### src/rtl/ex_muldiv_unit_pkg.sv
// ----------------------------------------------------------------------------
// ex_muldiv_unit_pkg
// Shared definitions for the iterative RV32M/RV64M multiply-divide unit:
// func3 operation codes, the controller state encoding and small decode
// helpers that tell which operands an operation treats as signed.
// ----------------------------------------------------------------------------
package ex_muldiv_unit_pkg;

  // M-extension func3 codes as they appear in the instruction word.
  localparam logic [2:0] MD_MUL    = 3'd0;
  localparam logic [2:0] MD_MULH   = 3'd1;
  localparam logic [2:0] MD_MULHSU = 3'd2;
  localparam logic [2:0] MD_MULHU  = 3'd3;
  localparam logic [2:0] MD_DIV    = 3'd4;
  localparam logic [2:0] MD_DIVU   = 3'd5;
  localparam logic [2:0] MD_REM    = 3'd6;
  localparam logic [2:0] MD_REMU   = 3'd7;

  // Controller states.
  typedef enum logic [1:0] {
    MD_IDLE  = 2'd0,
    MD_CALC  = 2'd1,
    MD_FIXUP = 2'd2,
    MD_DONE  = 2'd3
  } md_state_e;

  // All divide/remainder codes have func3[2] set.
  function automatic logic isDivOp(input logic [2:0] func3);
    return func3[2];
  endfunction

  // Operand a is signed for everything except the fully unsigned ops.
  function automatic logic aIsSigned(input logic [2:0] func3);
    return (func3 != MD_MULHU) && (func3 != MD_DIVU) && (func3 != MD_REMU);
  endfunction

  // Operand b is signed like a, except MULHSU where b is unsigned.
  function automatic logic bIsSigned(input logic [2:0] func3);
    return aIsSigned(func3) && (func3 != MD_MULHSU);
  endfunction

endpackage

### src/rtl/ex_muldiv_unit_div_step.sv
// ----------------------------------------------------------------------------
// ex_muldiv_unit_div_step
// One combinational restoring-division step: shift the next dividend bit into
// the partial remainder, try subtracting the divisor and keep the result only
// when it does not borrow.
//   rem_i          current partial remainder (always < divisor)
//   dividend_bit_i next dividend bit, MSB first
//   divisor_i      divisor magnitude
//   rem_o          next partial remainder
//   q_bit_o        quotient bit produced by this step
// ----------------------------------------------------------------------------
module ex_muldiv_unit_div_step #(
  parameter int XLEN = 32
) (
  input  logic [XLEN-1:0] rem_i,
  input  logic            dividend_bit_i,
  input  logic [XLEN-1:0] divisor_i,
  output logic [XLEN-1:0] rem_o,
  output logic            q_bit_o
);

  logic [XLEN:0] partial;
  logic [XLEN:0] trial;

  // The partial value is below twice the divisor, so one extra bit is enough
  // to hold it, and the MSB of the trial difference is exactly the borrow.
  always_comb begin
    partial = {rem_i, dividend_bit_i};
    trial   = partial - {1'b0, divisor_i};
    q_bit_o = ~trial[XLEN];
    rem_o   = q_bit_o ? trial[XLEN-1:0] : partial[XLEN-1:0];
  end

endmodule

### src/rtl/ex_muldiv_unit.sv
// ----------------------------------------------------------------------------
// ex_muldiv_unit
// Iterative M-extension multiply/divide unit sitting beside the EX-stage ALU.
// One operation at a time: operands are latched as sign + magnitude, the
// magnitude result is built by shift-add (multiply, MUL_STEP bits per cycle)
// or restoring division (one quotient bit per cycle), then signs are fixed up
// and the result is registered with a one-cycle done pulse.
//   clk, rst        clock and asynchronous active-high reset
//   ex_md_start     EX holds a valid M op this cycle
//   ex_md_func3     operation select (MUL..REMU)
//   ex_op_a/b       forwarded rs1/rs2 values
//   flush           kill the in-flight op
//   md_busy         stall request to the hazard unit
//   md_done         one-cycle pulse, md_result valid
//   md_result       registered result, held until the next done
// ----------------------------------------------------------------------------
module ex_muldiv_unit
  import ex_muldiv_unit_pkg::*;
#(
  parameter int XLEN     = 32,
  parameter int MUL_STEP = 1
) (
  input  logic            clk,
  input  logic            rst,
  input  logic            ex_md_start,
  input  logic [2:0]      ex_md_func3,
  input  logic [XLEN-1:0] ex_op_a,
  input  logic [XLEN-1:0] ex_op_b,
  input  logic            flush,
  output logic            md_busy,
  output logic            md_done,
  output logic [XLEN-1:0] md_result
);

  localparam int CW = $clog2(XLEN + 1);
  localparam int PW = XLEN + MUL_STEP;
  localparam logic [CW-1:0]   DIV_ITERS = CW'(XLEN);
  localparam logic [CW-1:0]   MUL_ITERS = CW'(XLEN / MUL_STEP);
  localparam logic [XLEN-1:0] MOST_NEG  = {1'b1, {(XLEN-1){1'b0}}};

  md_state_e state_q, state_d;

  logic [2:0]        func3_q, func3_d;
  logic              negA_q, negA_d;
  logic              negB_q, negB_d;
  logic [XLEN-1:0]   magB_q, magB_d;
  logic [2*XLEN-1:0] acc_q, acc_d;
  logic [CW-1:0]     count_q, count_d;
  logic [XLEN-1:0]   result_q, result_d;

  logic            startOk;
  logic            aNeg, bNeg;
  logic [XLEN-1:0] aMag, bMag;
  logic            divZero, divOvf;
  logic [XLEN-1:0] specialRes;

  logic [PW-1:0]     addend;
  logic [PW-1:0]     mulSum;
  logic [2*XLEN-1:0] mulNext;

  logic [XLEN-1:0]   remNext;
  logic              qBit;
  logic [2*XLEN-1:0] divNext;

  logic [2*XLEN-1:0] product;
  logic [XLEN-1:0]   quotFix, remFix;
  logic [XLEN-1:0]   fixResult;

  // Decode the incoming operation: operand signs and magnitudes, plus the
  // two division corner cases that finish without iterating. Negating the
  // most-negative value yields the same bit pattern, which is the correct
  // unsigned magnitude, so no extra width is needed.
  always_comb begin
    startOk    = ex_md_start & ~flush;
    aNeg       = aIsSigned(ex_md_func3) & ex_op_a[XLEN-1];
    bNeg       = bIsSigned(ex_md_func3) & ex_op_b[XLEN-1];
    aMag       = aNeg ? -ex_op_a : ex_op_a;
    bMag       = bNeg ? -ex_op_b : ex_op_b;
    divZero    = isDivOp(ex_md_func3) && (ex_op_b == '0);
    divOvf     = ((ex_md_func3 == MD_DIV) || (ex_md_func3 == MD_REM)) &&
                 (ex_op_a == MOST_NEG) && (ex_op_b == '1);
    specialRes = '0;
    if (divZero) begin
      specialRes = ex_md_func3[1] ? ex_op_a : '1;
    end else if (divOvf) begin
      specialRes = ex_md_func3[1] ? '0 : ex_op_a;
    end
  end

  // Multiply step: the low half of the accumulator holds the not-yet-used
  // multiplier bits, the high half the running sum. Add the multiplicand for
  // each of the MUL_STEP low bits, then shift the whole thing right.
  always_comb begin
    addend = '0;
    for (int j = 0; j < MUL_STEP; j++) begin
      if (acc_q[j]) begin
        addend = addend + (PW'(magB_q) << j);
      end
    end
    mulSum  = PW'(acc_q[2*XLEN-1:XLEN]) + addend;
    mulNext = {mulSum, acc_q[XLEN-1:MUL_STEP]};
  end

  // Divide step: the high half is the partial remainder, the low half the
  // dividend shifting out MSB-first while quotient bits shift in at the LSB.
  ex_muldiv_unit_div_step #(
    .XLEN(XLEN)
  ) u_div_step (
    .rem_i         (acc_q[2*XLEN-1:XLEN]),
    .dividend_bit_i(acc_q[XLEN-1]),
    .divisor_i     (magB_q),
    .rem_o         (remNext),
    .q_bit_o       (qBit)
  );

  assign divNext = {remNext, acc_q[XLEN-2:0], qBit};

  // Sign correction and half selection once the magnitude result is ready.
  // The quotient takes the xor of the signs, the remainder the dividend's.
  always_comb begin
    product   = (negA_q ^ negB_q) ? -acc_q : acc_q;
    quotFix   = (negA_q ^ negB_q) ? -acc_q[XLEN-1:0] : acc_q[XLEN-1:0];
    remFix    = negA_q ? -acc_q[2*XLEN-1:XLEN] : acc_q[2*XLEN-1:XLEN];
    fixResult = '0;
    case (func3_q)
      MD_MUL:                       fixResult = product[XLEN-1:0];
      MD_MULH, MD_MULHSU, MD_MULHU: fixResult = product[2*XLEN-1:XLEN];
      MD_DIV, MD_DIVU:              fixResult = quotFix;
      default:                      fixResult = remFix;
    endcase
  end

  // State register.
  always_ff @(posedge clk or posedge rst) begin
    if (rst) begin
      state_q <= MD_IDLE;
    end else begin
      state_q <= state_d;
    end
  end

  // Next-state logic. A flush wins over everything and drops back to IDLE,
  // which also makes a start that coincides with a flush a no-op.
  always_comb begin
    state_d = state_q;
    if (flush) begin
      state_d = MD_IDLE;
    end else begin
      case (state_q)
        MD_IDLE: begin
          if (ex_md_start) begin
            state_d = (divZero || divOvf) ? MD_DONE : MD_CALC;
          end
        end
        MD_CALC: begin
          if (count_q == CW'(1)) begin
            state_d = MD_FIXUP;
          end
        end
        MD_FIXUP: state_d = MD_DONE;
        default:  state_d = MD_IDLE;
      endcase
    end
  end

  // FSM outputs. The IDLE term of busy is combinational so the pipeline
  // stalls in the very cycle the op is presented; busy drops in DONE so the
  // stalled instruction retires together with the result. Busy is also
  // forced low while reset is asserted.
  always_comb begin
    md_busy = ~rst & (((state_q == MD_IDLE) & startOk) |
                      (state_q == MD_CALC) | (state_q == MD_FIXUP));
    md_done = (state_q == MD_DONE);
  end

  assign md_result = result_q;

  // Datapath next-state: latch operands on start, iterate in CALC, and
  // register the result on the way into DONE unless the op is being flushed.
  always_comb begin
    func3_d  = func3_q;
    negA_d   = negA_q;
    negB_d   = negB_q;
    magB_d   = magB_q;
    acc_d    = acc_q;
    count_d  = count_q;
    result_d = result_q;
    case (state_q)
      MD_IDLE: begin
        if (startOk) begin
          func3_d = ex_md_func3;
          negA_d  = aNeg;
          negB_d  = bNeg;
          magB_d  = bMag;
          acc_d   = {{XLEN{1'b0}}, aMag};
          count_d = isDivOp(ex_md_func3) ? DIV_ITERS : MUL_ITERS;
          if (divZero || divOvf) begin
            result_d = specialRes;
          end
        end
      end
      MD_CALC: begin
        acc_d   = isDivOp(func3_q) ? divNext : mulNext;
        count_d = count_q - CW'(1);
      end
      MD_FIXUP: begin
        if (!flush) begin
          result_d = fixResult;
        end
      end
      default: begin
      end
    endcase
  end

  // Datapath registers.
  always_ff @(posedge clk or posedge rst) begin
    if (rst) begin
      func3_q  <= '0;
      negA_q   <= 1'b0;
      negB_q   <= 1'b0;
      magB_q   <= '0;
      acc_q    <= '0;
      count_q  <= '0;
      result_q <= '0;
    end else begin
      func3_q  <= func3_d;
      negA_q   <= negA_d;
      negB_q   <= negB_d;
      magB_q   <= magB_d;
      acc_q    <= acc_d;
      count_q  <= count_d;
      result_q <= result_d;
    end
  end

endmodule

### config.mk
export PLATFORM = sky130hd
export DESIGN_NAME = ex_muldiv_unit
export DESIGN_NICKNAME = d
export VERILOG_FILES = /design/src/rtl/ex_muldiv_unit_pkg.sv /design/src/rtl/ex_muldiv_unit_div_step.sv /design/src/rtl/ex_muldiv_unit.sv
export SDC_FILE = /design/constraint.sdc
export NUM_CORES = 1
export LEC_CHECK = 0
export CAP_MARGIN = 20
export CORE_ASPECT_RATIO = 1.4
export CORE_MARGIN = 5
export CORE_UTILIZATION = 55
export DETAILED_ROUTE_END_ITERATION = 10
export PLACE_DENSITY_LB_ADDON = 0.15
export SLEW_MARGIN = 25
export SYNTH_ARGS = -nofsm -noshare
export SYNTH_HDL_FRONTEND = slang
export SYNTH_SLANG_ARGS = --single-unit
export TNS_END_PERCENT = 50
### constraint.sdc
create_clock -name clk -period 5.82 [get_ports clk]
set_input_delay 1.746 -clock clk [delete_from_list [all_inputs] [get_ports clk]]
set_output_delay 1.746 -clock clk [all_outputs]
set_load 0.01 [all_outputs]
### Word level (Yosys, flattened, before mapping)

Cells that the tools add are included.
W data, S select, Z words.

| cells by class | value |
|---|---|
| add/subtract/negate cells | 8 |
| multipliers | 0 |
| divide/modulo/power cells | 0 |
| magnitude comparators | 0 |
| equal/unequal tests | 22 |
| shifts and indexed selects | 0 |
| muxes and demuxes | 26 |
| bitwise logic cells | 11 |
| reductions and logical operators | 19 |

Operators by type and width:

| kind | number |
|---|---|
| $mux W32 | 13 |
| $mux W64 | 3 |
| $neg A32 Y32 | 4 |
| $pmux W64 S2 | 1 |
| $pmux W32 S3 | 1 |
| $eq A32 B32 Y1 const B | 2 |
| $neg A64 Y64 | 1 |
| $pmux W32 S2 | 1 |
| $add A32 B33 Y33 | 1 |
| $sub A33 B32 Y33 | 1 |
| $logic_not A32 Y1 | 1 |
| $eq A3 B3 Y1 const B | 4 |
| $ne A3 B3 Y1 const B | 4 |
| $pmux W6 S2 | 1 |
| $mux W2 | 4 |
| $eq A3 B2 Y1 const B | 2 |
| $eq A6 B1 Y1 const B | 1 |
| $logic_and A1 B1 Y1 | 6 |
| $mux W6 | 1 |
| $ne A2 B2 Y1 const B | 3 |
| $ne A3 B2 Y1 const B | 2 |
| $pmux W2 S3 | 1 |
| $reduce_and A2 Y1 | 3 |
| $sub A6 B1 Y6 const B | 1 |
| other kinds (14) | 24 |

| storage, ports and cells | value |
|---|---|
| register bits after elaboration | 141 |
| latch bits | 0 |
| memory bits (writable) | 0 |
| ROM bits | 0 |
| input bits | 71 |
| output and inout port bits | 34 |
| word-level logic and storage cells | 94 |
| memories kept | 0 |

### Logic depth before layout (Yosys ltp)

| logic depth | value |
|---|---|
| depth in word-level cells | 9 |
| depth in mapped cells | 15 |
| depth with buffers taken out | 13 |

### Cells and area by module

Synthesis repeated with hierarchy kept, for this count alone.

| unflattened totals | value |
|---|---|
| cell total of the unflattened synthesis | 1905 |
| area total of the unflattened synthesis | 14901.8 µm² |

By module, submodules not included:

| module | times used | cells an instance | area an instance (µm²) | seq. area each (µm²) |
|---|---|---|---|---|
| ex_muldiv_unit | 1 | 1600 | 12543.3 | 3528.4 |
| ex_muldiv_unit_div_step | 1 | 305 | 2358.5 | 0.0 |

### Worst setup path before layout

No wires, ideal clock.

| timing path | value |
|---|---|
| path kind | input port to output port |
| start point | in flush |
| end point | out md_busy |
| arrival time | 2812 ps |
| required time | 4074 ps |
| setup slack | 1262 ps |
| stages on the path | 5 |
| buffers on the path | 2 |
| path through | nand2b_1 -> or2_2 -> clkbuf_1 -> clkbuf_1 -> a31oi_1 |

| on the way | value |
|---|---|
| cells in the longest elaborated chain, start to end | 6 |

RTL lines:

| what | RTL line | RTL |
|---|---|---|
| start: declaration | ex_muldiv_unit.sv:29 | `input logic flush,` |
| $not A1 Y1 | ex_muldiv_unit.sv:74 | `startOk = ex_md_start & ~flush;` |
| $and A1 B1 Y1 | ex_muldiv_unit.sv:74 |  |
| $and A1 B1 Y1 | ex_muldiv_unit.sv:171 | `md_busy = ~rst & (((state_q == MD_IDLE) & startOk) \|` |
| $or A1 B1 Y1 | ex_muldiv_unit.sv:171 |  |
| $or A1 B1 Y1 | ex_muldiv_unit.sv:172 | `(state_q == MD_CALC) \| (state_q == MD_FIXUP));` |
| $and A1 B1 Y1 | ex_muldiv_unit.sv:171 |  |
| end: declaration | ex_muldiv_unit.sv:30 | `output logic md_busy,` |

No other way between the ends.

### Final worst setup path

Ends and elaborated chain as after synthesis.

==> reports/qor.yml <==
final_nets: 2095
tritoncts: "built"
status: "complete, no violations"
post_drt_wl_per_cell_um: 23.4
synth_top_cell_by_area: "dfrtp_1"
finClkSkew_ns: 0.0147
grt_start_max_net_pins: 91
coreArea_um2: 26000
setup_tns_ns: 0
path_clk_slew_ns: 0.07
ant_nets: 0
netlist_instances: 1923
yosys_warnings: 0
worstMarginPinSlew_ns: 0.986
syn_nets: 2071
hold_buffers: 0
drv_slew: 0
routed_wl_mm: 53.5
critical_path_class: "in -> out"
clockRootBuffer: "clkbuf_16"
viasPerCell: 6.68
pin_count: 105
max_freq_mhz: 193
syn2layout_area_growth_pct: 12.4
cpMostUsedCell: "clkdlybuf4s50_1"
drc_errors: 0
fin_crit_ns: 5.18
path_cells: "clkdlybuf4s50_1, nand2b_1, or2_2, a31oi_1, clkdlybuf4s50_1"
overflow: 0
ys.flop_type: "dfrtp_1"
vias: 15300
grt_pass1_wl_mm: 82.8
final_cell_mix: "nand2_1 (239), o21ai_0 (214), nor2_1 (163)"
dp.final_hpwl_mm: 41.0
syn_area_um2: 14400
initial_utilization_pct: 55.5
end_kind: "output pin"
grt_pass1_vias: 14800
firstDrtPassIters: 6
dieArea_um2: 29700
cts_buffers: 17
cp_data_arrival_time_ns: 3.43
synth-seq-area-share_pct: 24.4
final_common_cell: "nand2_1"
slowest_stage: "clkdlybuf4s50_1"
cap_violations: 0
slowest_delay_ns: 0.55
place_congestion: 1.01
hp-class: "reg -> reg"
syn_area_per_cell_um2: 7.51
std_cell_rows: 70
netlist.area_leader.share_pct: 24.4
ir_drop_v: 0.000334
chipWidth_um: 147
synth_edf_count: 0
drt_iter0_drc: 1162
ctsResizeCount: 0
p_leak_nw: 6.62
track_usage_pct: 35.4
hold_viol_final: 0
netlist_top_cells_area: "dfrtp_1 (24%), o21ai_0 (7.4%), xnor2_1 (6.5%), ha_1 (6.5%), nand2_1 (6.2%)"
die_y_um: 202
power_density_nw_per_um2: 603
finalCritPeriodShare_pct: 88.9
r2r_slack_ns: 1.46
cts.sinks: 141
htree_num_levels: 4
synth_cell_types: 80
io_buffers: 104
setup.worst_path.start_class: "input port"
rsz0062_at_grt: "no"
ys_seq_elements: 141
diodes: 0
post-cts-setup-buffer-count: 0
cts_buffer_depth: 2
p_total_w: 0.00980
clk_latency_ns: 0.46
relSlewSlack_pct: 33.7
required_ns: 4.07
drive_gt1_share_pct: 5.20
async_flop_share_pct: 100
path_max_fanout: 4
setup_viol: 0
antenna_found_initial: 0
==> cell type report <==
cell class | count | area, um2
Multi-Input combinational cell | 1583 | 10200
Inverter | 67 | 256
Tap cell | 324 | 405
Sequential cell | 141 | 3530
Clock buffer | 18 | 429
Timing Repair Buffer | 137 | 1310
Clock inverter | 14 | 154
Fill cell | 2428 | 9780
==> metrics by stage <==
step / std cells / utilization (%) / worst slack [ns] / hold WS (ns) / cell area (um2)
after floorplan: 1923 / - / 0.293 / 0.450 / 14400
after global placement: 2251 / 60.1 / 0.636 / 0.466 / 15600
after detailed placement: 2251 / 60.1 / 0.512 / 0.471 / 15600
after CTS: 2283 / 62.3 / 0.632 / 0.486 / 16200
after global routing: 2284 / 62.4 / 0.554 / 0.509 / 16200
final: 2284 / 62.4 / 0.644 / 0.484 / 16200
==> per-layer routing <==
layer / GRT usage [%] / share of wire (%)
met5: 0 / 0
met4: 29.4 / 10
met3: 5.07 / 6.1
met2: 59.1 / 47
met1: 39.8 / 36
==> cell usage after synthesis (8+ instances only) <==
cell,number
a211oi_1,10
a21o_1,26
a21oi_1,125
a22oi_1,21
a31oi_1,31
and2_1,10
buf_1,8
clkbuf_1,109
dfrtp_1,141
ha_1,75
inv_1,67
mux2i_1,54
nand2_1,239
nand2b_1,23
nand3_1,35
nand4_1,24
nor2_1,164
nor3_1,46
nor4_1,15
o211ai_1,28
o21a_1,10
o21ai_0,215
o21ai_1,15
o221ai_1,9
o22ai_1,20
o31ai_1,28
o41ai_1,19
or3_1,26
or4_1,17
xnor2_1,108
xor2_1,84
==> sequential cells by signal, indices dropped and copies added (netlist names) <==
signal,cells
negA_q,1
magB_q,32
func3_q,3
state_q,2
acc_q,64
md_result,32
negB_q,1
count_q,6
==> critical path: cells and delay by family <==
| family | cells | cell delay, ns |
|---|---|---|
| AO/OA/AOI/OAI | 1 | 0.17 |
| AND/OR/NAND/NOR | 2 | 0.51 |
| buffers and inverters | 2 | 1.01 |
==> cell families after synthesis <==
group	count (synthesis)	synth area share [%]
AND/OR/NAND/NOR	632	20.2
XOR/XNOR	192	11.6
adder cells (fa/ha/maj)	77	6.77
flip-flops	141	24.4
AO/OA/AOI/OAI	626	27.4
buffers and inverters	199	5.65
multiplexers	56	3.90
==> path summary, 6_finish.rpt <==
path                                  startpoint                     end  depth (start not counted)
min in group asynchronous                    rst  magB_q[27]$_DFFE_PP0P_                          2
max in group asynchronous                    rst   acc_q[13]$_DFFE_PP0P_                          3
hold / removal             magB_q[8]$_DFFE_PP0P_   magB_q[8]$_DFFE_PP0P_                          2
setup / recovery                           flush                 md_busy                          5
setup reg to reg           acc_q[31]$_DFFE_PP0P_   acc_q[56]$_DFFE_PP0P_                         13
hold reg to reg            magB_q[8]$_DFFE_PP0P_   magB_q[8]$_DFFE_PP0P_                          2
==> report_power, final <==
group	total [W]	internal [W]	leakage [nW]	switching, W
sequential	0.00213	0.00140	1.79	0.000732
clock	0.00113	0.000606	0.273	0.000529
combinational	0.00653	0.00255	4.56	0.00398
No activity file was read; power rests on OpenSTA's default activity.
